### src/rtl/mul_seq_nbit.sv
// ---------------------------------------------------------------------------
// mul_seq_nbit
//   Iterative shift-add multiplier sitting between the tap/coefficient fetch
//   and the accumulator of the FIR datapath. Produces the full 2*WIDTH-bit
//   product of two WIDTH-bit operands, unsigned or two's complement, plus a
//   flag telling whether the product also fits in WIDTH bits.
//
//   Timing (accept edge to first cycle with out_valid=1):
//     normal operation : WIDTH+2 cycles
//     either operand 0 : 1 cycle (p=0, fits=1)
//
// Parameters
//   WIDTH      operand width, >= 2
//   SIGNED_EN  1: is_signed selects the mode, 0: always unsigned
//
// Ports
//   clk        rising-edge clock
//   rst_n      asynchronous active-low reset
//   in_valid   operands/mode valid           in_ready   operands accepted
//   a, b       multiplicand / multiplier     is_signed  two's complement mode
//   out_valid  p/fits valid                  out_ready  consumer takes result
//   p          2*WIDTH-bit product           fits       product fits WIDTH bits
// ---------------------------------------------------------------------------
module mul_seq_nbit #(
  parameter int unsigned WIDTH     = 8,
  parameter bit          SIGNED_EN = 1'b1
) (
  input  logic                 clk,
  input  logic                 rst_n,
  input  logic                 in_valid,
  output logic                 in_ready,
  input  logic [WIDTH-1:0]     a,
  input  logic [WIDTH-1:0]     b,
  input  logic                 is_signed,
  output logic                 out_valid,
  input  logic                 out_ready,
  output logic [2*WIDTH-1:0]   p,
  output logic                 fits
);

  localparam int unsigned         CW   = $clog2(WIDTH) + 1;
  localparam logic [CW-1:0]       LAST = CW'(WIDTH - 1);

  typedef enum logic [1:0] {
    S_IDLE,
    S_CALC,
    S_FIX,
    S_DONE
  } state_t;

  state_t               r_state;
  state_t               w_next;

  logic [2*WIDTH:0]     r_acc;
  logic [WIDTH-1:0]     r_mcand;
  logic [CW-1:0]        r_cnt;
  logic                 r_sign;
  logic                 r_signed;
  logic [2*WIDTH-1:0]   r_p;
  logic                 r_fits;

  logic                 w_accept;
  logic                 w_mode;
  logic                 w_zero;
  logic                 w_sign;
  logic [WIDTH-1:0]     w_mag_a;
  logic [WIDTH-1:0]     w_mag_b;
  logic [WIDTH:0]       w_upper;
  logic [2*WIDTH:0]     w_acc_step;
  logic [2*WIDTH-1:0]   w_prod;
  logic [2*WIDTH-1:0]   w_p_fix;
  logic                 w_fits_fix;

  // -------------------------------------------------------------------------
  // Operand conditioning at accept time
  // -------------------------------------------------------------------------
  always_comb begin
    w_accept = (r_state == S_IDLE) && in_valid;
    w_mode   = SIGNED_EN && is_signed;
    w_zero   = (a == '0) || (b == '0);
    w_sign   = w_mode && (a[WIDTH-1] ^ b[WIDTH-1]);
    // Negating the most negative value wraps back to itself, which read as
    // unsigned is exactly its magnitude 2^(WIDTH-1).
    w_mag_a  = (w_mode && a[WIDTH-1]) ? -a : a;
    w_mag_b  = (w_mode && b[WIDTH-1]) ? -b : b;
  end

  // -------------------------------------------------------------------------
  // One shift-add iteration and the final sign/fits fix-up
  // -------------------------------------------------------------------------
  always_comb begin
    // Upper half is WIDTH+1 bits wide so the add never loses its carry.
    w_upper    = r_acc[0] ? (r_acc[2*WIDTH:WIDTH] + {1'b0, r_mcand})
                          : r_acc[2*WIDTH:WIDTH];
    w_acc_step = {1'b0, w_upper, r_acc[WIDTH-1:1]};

    w_prod     = r_acc[2*WIDTH-1:0];
    w_p_fix    = r_sign ? -w_prod : w_prod;

    if (r_signed) begin
      w_fits_fix = (&w_p_fix[2*WIDTH-1:WIDTH-1]) | ~(|w_p_fix[2*WIDTH-1:WIDTH-1]);
    end else begin
      w_fits_fix = ~(|w_p_fix[2*WIDTH-1:WIDTH]);
    end
  end

  // -------------------------------------------------------------------------
  // FSM state register
  // -------------------------------------------------------------------------
  always_ff @(posedge clk or negedge rst_n) begin
    if (!rst_n) begin
      r_state <= S_IDLE;
    end else begin
      r_state <= w_next;
    end
  end

  // -------------------------------------------------------------------------
  // FSM next state and handshake outputs
  // -------------------------------------------------------------------------
  always_comb begin
    w_next    = r_state;
    in_ready  = 1'b0;
    out_valid = 1'b0;
    case (r_state)
      S_IDLE: begin
        in_ready = 1'b1;
        if (in_valid) begin
          w_next = w_zero ? S_DONE : S_CALC;
        end
      end
      S_CALC: begin
        if (r_cnt == LAST) begin
          w_next = S_FIX;
        end
      end
      S_FIX: begin
        w_next = S_DONE;
      end
      S_DONE: begin
        out_valid = 1'b1;
        if (out_ready) begin
          w_next = S_IDLE;
        end
      end
      default: begin
        w_next = S_IDLE;
      end
    endcase
  end

  // -------------------------------------------------------------------------
  // Datapath registers
  // -------------------------------------------------------------------------
  always_ff @(posedge clk or negedge rst_n) begin
    if (!rst_n) begin
      r_acc    <= '0;
      r_mcand  <= '0;
      r_cnt    <= '0;
      r_sign   <= 1'b0;
      r_signed <= 1'b0;
      r_p      <= '0;
      r_fits   <= 1'b0;
    end else begin
      case (r_state)
        S_IDLE: begin
          if (w_accept) begin
            r_mcand  <= w_mag_a;
            r_acc    <= {{(WIDTH+1){1'b0}}, w_mag_b};
            r_cnt    <= '0;
            r_sign   <= w_sign;
            r_signed <= w_mode;
            if (w_zero) begin
              r_p    <= '0;
              r_fits <= 1'b1;
            end
          end
        end
        S_CALC: begin
          r_acc <= w_acc_step;
          r_cnt <= r_cnt + 1'b1;
        end
        S_FIX: begin
          r_p    <= w_p_fix;
          r_fits <= w_fits_fix;
        end
        default: begin
        end
      endcase
    end
  end

  assign p    = r_p;
  assign fits = r_fits;

endmodule

### config.mk
export PLATFORM = sky130hd
export DESIGN_NAME = mul_seq_nbit
export DESIGN_NICKNAME = d
export VERILOG_FILES = /design/src/rtl/mul_seq_nbit.sv
export SDC_FILE = /design/constraint.sdc
export NUM_CORES = 1
export LEC_CHECK = 0
export CORE_UTILIZATION = 41
export CTS_CLUSTER_SIZE = 10
export DETAILED_ROUTE_END_ITERATION = 16
export RECOVER_POWER = 100
export SYNTH_ARGS = -nofsm -noshare
export SYNTH_HDL_FRONTEND = slang
export SYNTH_SLANG_ARGS = --single-unit
### constraint.sdc
create_clock -name clk -period 2.71 [get_ports clk]
set_input_delay 0.542 -clock clk [delete_from_list [all_inputs] [get_ports clk]]
set_output_delay 0.542 -clock clk [all_outputs]
set_load 0.05 [all_outputs]
# Word-level counts from Yosys, hierarchy flattened

Cells that the tools add are included.

Bits in registers: 50
Word-level logic and storage cells: 65

Reductions and logical operators: 17
$add $sub $neg: 5
Bitwise logic cells: 4
Equal/unequal tests: 9
Multiplexer cells: 22

Operator list:

| kind                  | count |
|---|---|
| $mux W16              | 3 |
| $pmux W17 S2          | 1 |
| $pmux W16 S2          | 1 |
| $mux W17              | 1 |
| $logic_not A8 Y1      | 2 |
| $mux W8               | 2 |
| $neg A16 Y16          | 1 |
| $neg A8 Y8            | 2 |
| $ne A2 B2 Y1 const B  | 5 |
| $add A9 B8 Y9         | 1 |
| $mux W9               | 1 |
| $reduce_and A9 Y1     | 1 |
| $reduce_or A9 Y1      | 1 |
| $mux W2               | 4 |
| $pmux W2 S4           | 1 |
| $pmux W4 S2           | 1 |
| $reduce_or A8 Y1      | 1 |
| $reduce_and A3 Y1     | 2 |
| $mux W1               | 5 |
| $add A4 B1 Y4 const B | 1 |
| $eq A2 B2 Y1 const B  | 2 |
| $eq A4 B3 Y1 const B  | 1 |
| $logic_and A1 B1 Y1   | 4 |
| $mux W4               | 1 |
| 9 further kinds       | 12 |

# Longest topological paths before layout

Word-level depth: 7
Mapped depth: 10
Mapped depth without buffers: 9

# Least setup slack after synthesis

No wires, ideal clock.

Path kind: reg-to-reg
From: register r_acc[0]
To: register r_fits, in the netlist fits
Stages on the path, launching flop included: 10
Path buffers: 1
Arrival: 2.426 ns
Slack: 0.219 ns
Period minus slack after synthesis: 2.491 ns
Library setup time: 0.065 ns
Cell sequence: dfrtp_1 -> buf_1 -> inv_1 -> ha_1 -> inv_1 -> or4_4 -> a2111oi_4 -> o21bai_1 -> nor4b_2 -> a211o_1

Word-level cells in the longest chain between the ends: 7
Elaborated cells between the ends (all ways): 10
Classes of those cells: 1 x add/sub; 3 x mux; 3 x bitwise; 3 x reduce/logical

RTL lines:

| what                   | RTL line | RTL |
|---|---|---|
| from (decl)            | 54       | `logic [2*WIDTH:0] r_acc;` |
| from (signal assigned) | 169      | `r_acc <= {{(WIDTH+1){1'b0}}, w_mag_b};` |
| from (signal assigned) | 180      | `r_acc <= w_acc_step;` |
| $neg A16 Y16 (*)       | 98       | `w_p_fix = r_sign ? -w_prod : w_prod;` |
| $mux W16 (*)           | 98       |  |
| $reduce_or A9 Y1       | 101      | `w_fits_fix = (&w_p_fix[2*WIDTH-1:WIDTH-1]) \| ~(\|w_p_fix[2*WIDTH-1:WIDTH-1]);` |
| $not A1 Y1             | 101      |  |
| $or A1 B1 Y1           | 101      |  |
| $mux W1 (*)            | 100      | `if (r_signed) begin` |
| $pmux W1 S2 (*)        | 165      | `case (r_state)` |
| to (signal assigned)   | 185      | `r_fits <= w_fits_fix;` |
| to (decl)              | 60       | `logic r_fits;` |

Every way passes the cells marked *; elsewhere a longest branch is shown, timed or not.
A chain may end at the register's enable or synchronous reset.

# Worst setup path after layout

From: input b[3]
To: register r_p[2], in the netlist p[2]

Word-level cells in the longest chain between the ends: 4

RTL lines:

| what                        | RTL line | RTL |
|---|---|---|
| from (decl)                 | 33       | `input logic [WIDTH-1:0] b,` |
| $logic_not A8 Y1            | 80       | `w_zero = (a == '0) \|\| (b == '0);` |
| $logic_or A1 B1 Y1          | 80       |  |
| $ne A2 B2 Y1 (no line)      | -        |  |
| $reduce_and A3 Y1 (no line) | -        |  |
| to (signal assigned)        | 184      | `r_p <= w_p_fix;` |
| to (decl)                   | 59       | `logic [2*WIDTH-1:0] r_p;` |

Every way passes these cells.

==> results.py <==
metrics = {
    "pwr": {
        "vdd_ir_drop_max_mv": 0.374,
        "seqPwrFrac": 0.292,
        "p_sw_frac": 0.500,
        "p_sw_mw": 2.19,
        "power.density_nw_per_um2": 1080,
        "combinationalPowerShare": 0.607,
        "pwr-share-clk": 0.100,
        "leakage_nw": 1.78,
        "p_int_mw": 2.19,
    },
    "synth": {
        "synthFlopType": "dfrtp_1",
        "yosys.area.top_type": "dfrtp_1",
        "synth_top_area_frac": 0.365,
        "synth_nets": 437,
        "synth_area_um2": 3360,
        "syn-mean-instance-area_um2": 8.41,
        "seq_area_frac_synth": 0.365,
        "synth.distinct_cells": 56,
        "ys_seq_elements": 49,
        "synth_edf_count": 0,
        "yosysWarnings": 0,
        "postSynthCellCount": 399,
        "synthTopCellsByArea": "dfrtp_1, o21ai_0, nand2_1",
        "synthArstFlopShare": 1.00,
    },
    "setup_path": {
        "path_class": "input pin to flip-flop",
        "reg2reg_slack_ns": 0.25,
        "start_kind": "input pin",
        "critPathMaxStageDelay_ns": 0.54,
        "crit_top_cell": "nor2_1",
        "cp.required_ns": 2.93,
        "cp-end-kind": "flip-flop",
        "crit_path_max_fanout": 20,
        "cp.arrival_ns": 2.71,
        "crit_chain": "clkdlybuf4s50_1, nor4_1, a22oi_1, clkbuf_1, nor2_1, nor2_1, clkbuf_2, o31ai_1",
        "crit_slowest_cell": "nor4_1",
    },
    "cells_and_area": {
        "design_area_um2": 4040,
        "diodes": 0,
        "finalNonFillerCells": 552,
        "layout_common_cells": "nand2_1, dfrtp_1, o21ai_0, nor2_1, buf_4",
        "fill_cells": 770,
        "nets": 487,
        "final_common_cell": "nand2_1",
        "utilization": 0.517,
        "drive_gt1_frac": 0.0956,
        "syn_to_final_growth_pct": 20.4,
    },
    "detailed_routing": {
        "vias_per_cell": 5.42,
        "drc": 0,
        "wire_per_inst_um": 14.4,
        "first_pass_iters": 4,
        "wl_mm": 7.93,
        "vias": 2991,
        "antenna_left": 0,
        "drt-initial-drc-count": 105,
    },
    "sta": {
        "fmax_mhz": 402,
        "setup_violations": 0,
        "slew-limit-headroom": 0.188,
        "finalCriticalPeriod_ns": 2.49,
        "rsz0062_at_grt": "no",
        "slew_viol_final": 0,
        "hold_slack_ns": 0.475,
        "clock_skew_ns": 0.00836,
        "worstMarginPinSlew_ns": 1.22,
        "finalHoldViolations": 0,
        "setup_slack_ns": 0.221,
        "fin_crit_sh": 0.918,
    },
    "global_routing": {
        "grt_pass1_vias": 2868,
        "grt_overflow": 0,
        "grt_max_degree": 50,
        "grt_util_all_layers": 0.199,
        "antenna_found_initial": 0,
        "grt_pass1_wl_mm": 13.6,
    },
    "cts": {
        "clk_pin_slew_worst_paths_ns": 0.10,
        "htree_levels": 2,
        "cts_setup_buffers": 0,
        "clock_sinks": 49,
        "cts_buffers": 5,
        "cts_tree": "built",
        "clk_latency_ns": 0.31,
        "clockBufferDepth": 2,
        "root_buffer": "clkbuf_8",
    },
    "flow_run": {
        "max-cap-violations": 0,
    },
    "floorplan": {
        "initial_utilization": 0.430,
        "num_io_pins": 40,
        "core_um2": 7810,
        "num_rows": 32,
        "fp.dieArea_um2": 8550,
        "die_width_um": 92.5,
        "die_height_um": 92.5,
    },
    "placement": {
        "gp_congestion": 0.807,
        "dp_hpwl_mm": 6.09,
        "portBuffers": 39,
        "pre_cts_ws_ns": -0.191,
        "dpl-instance-area_um2": 3970,
        "place_inst": 544,
    },
    "hold_path": {
        "holdCritPathClass": "flip-flop to flip-flop",
    },
    "status": {
        "status": "completed",
    },
}
-- critical path, delay by kind of cell --
kind	cells	cell delay (ns)
AOI/OAI and AO/OA	2	0.54
and+or+nand+nor	3	0.70
buffers and inverters	3	0.93
-- synthesized netlist by cell type, types with 2 or more instances --
library cell / number
nand2_1: 58
dfrtp_1: 49
o21ai_0: 47
nor2_1: 23
inv_1: 21
a21oi_1: 20
clkbuf_1: 19
ha_1: 16
xnor2_1: 16
mux2i_1: 11
nand3_1: 11
nor3_1: 11
xor2_1: 9
o31ai_1: 8
nor2b_1: 6
or3_1: 6
nor4_1: 5
a31oi_1: 4
nand4_1: 4
a32oi_1: 3
and3_1: 3
nor3b_1: 3
nor4b_1: 3
a211oi_1: 2
a21o_1: 2
buf_6: 2
nand2b_1: 2
o211ai_1: 2
o2bb2ai_1: 2
o32ai_1: 2
o41ai_1: 2
or2_2: 2
or4_4: 2
-- per-stage QoR --
step	TNS, ns	power, mW
2_1_floorplan	0	3.19
3_3_place_gp	-1.36	3.97
3_5_place_dp	-2.34	4.02
4_1_cts	0	4.46
5_1_grt	0	4.75
6_report	0	4.38
-- registers in the layout, indices dropped and copies added, names as in the netlist --
register	flops
p	16
r_acc	16
r_mcand	8
r_cnt	4
r_state	2
fits	1
r_sign	1
r_signed	1
-- per-layer routing --
layer / global-route usage / up-vias / wire (um)
li1: - / 1522 / -
met1: 0.259 / 1399 / 3790
met2: 0.333 / 58 / 3740
met3: 0.0304 / 12 / 213
met4: 0.0755 / 0 / 175
met5: 0 / - / 0
-- power by group through the flow --
| stage | Sequential (mW) | Combinational, mW | Clock, mW |
|---|---|---|---|
| after floorplan | 1.49 | 1.70 | 0 |
| after global placement | 1.29 | 2.69 | 0 |
| after detailed placement | 1.30 | 2.72 | 0 |
| after CTS | 1.28 | 2.73 | 0.452 |
| after global routing | 1.32 | 2.95 | 0.477 |
| final | 1.28 | 2.66 | 0.439 |
-- final cells by class --
cell class	count	area (um2)	share of cell area
well taps	102	128	0.0316
clock buffers	5	68.8	0.0170
flip-flops and latches	49	1230	0.304
inverters	21	78.8	0.0195
multi-input cells	306	1950	0.484
clock inverters	3	17.5	0.00434
repair buffers	66	566	0.140
-- kinds of logic (layout without fill, tap and decap cells) --
logic type / count (synthesis) / count (layout) / synth area share
mux: 12 / 12 / 0.0362
simple gates: 145 / 145 / 0.213
buf+inv: 44 / 95 / 0.0541
fa+ha+maj: 17 / 17 / 0.0656
flops: 49 / 49 / 0.365
xor+xnor: 25 / 25 / 0.0652
compound gates: 107 / 107 / 0.200
-- final timing paths --
check / from / endpoint / depth (start not counted)
worst min-delay path: p[8]$_DFFE_PN0P_ / p[8]$_DFFE_PN0P_ / 2
worst max register to register: r_acc[4]$_DFFE_PN0P_ / fits$_DFFE_PN0P_ / 6
max in group asynchronous: rst_n / r_acc[10]$_DFFE_PN0P_ / 2
worst max-delay path: b[3] / p[2]$_DFFE_PN0P_ / 8
min in group asynchronous: rst_n / r_state[1]$_DFFE_PN0P_ / 2
worst min register to register: p[8]$_DFFE_PN0P_ / p[8]$_DFFE_PN0P_ / 2
-- what timing repair did --
action,CTS,global route
hold buffers,0,0
resized for setup,0,2
endpoints found under the setup margin,0,3
No activity file was read; power rests on OpenSTA's default activity.
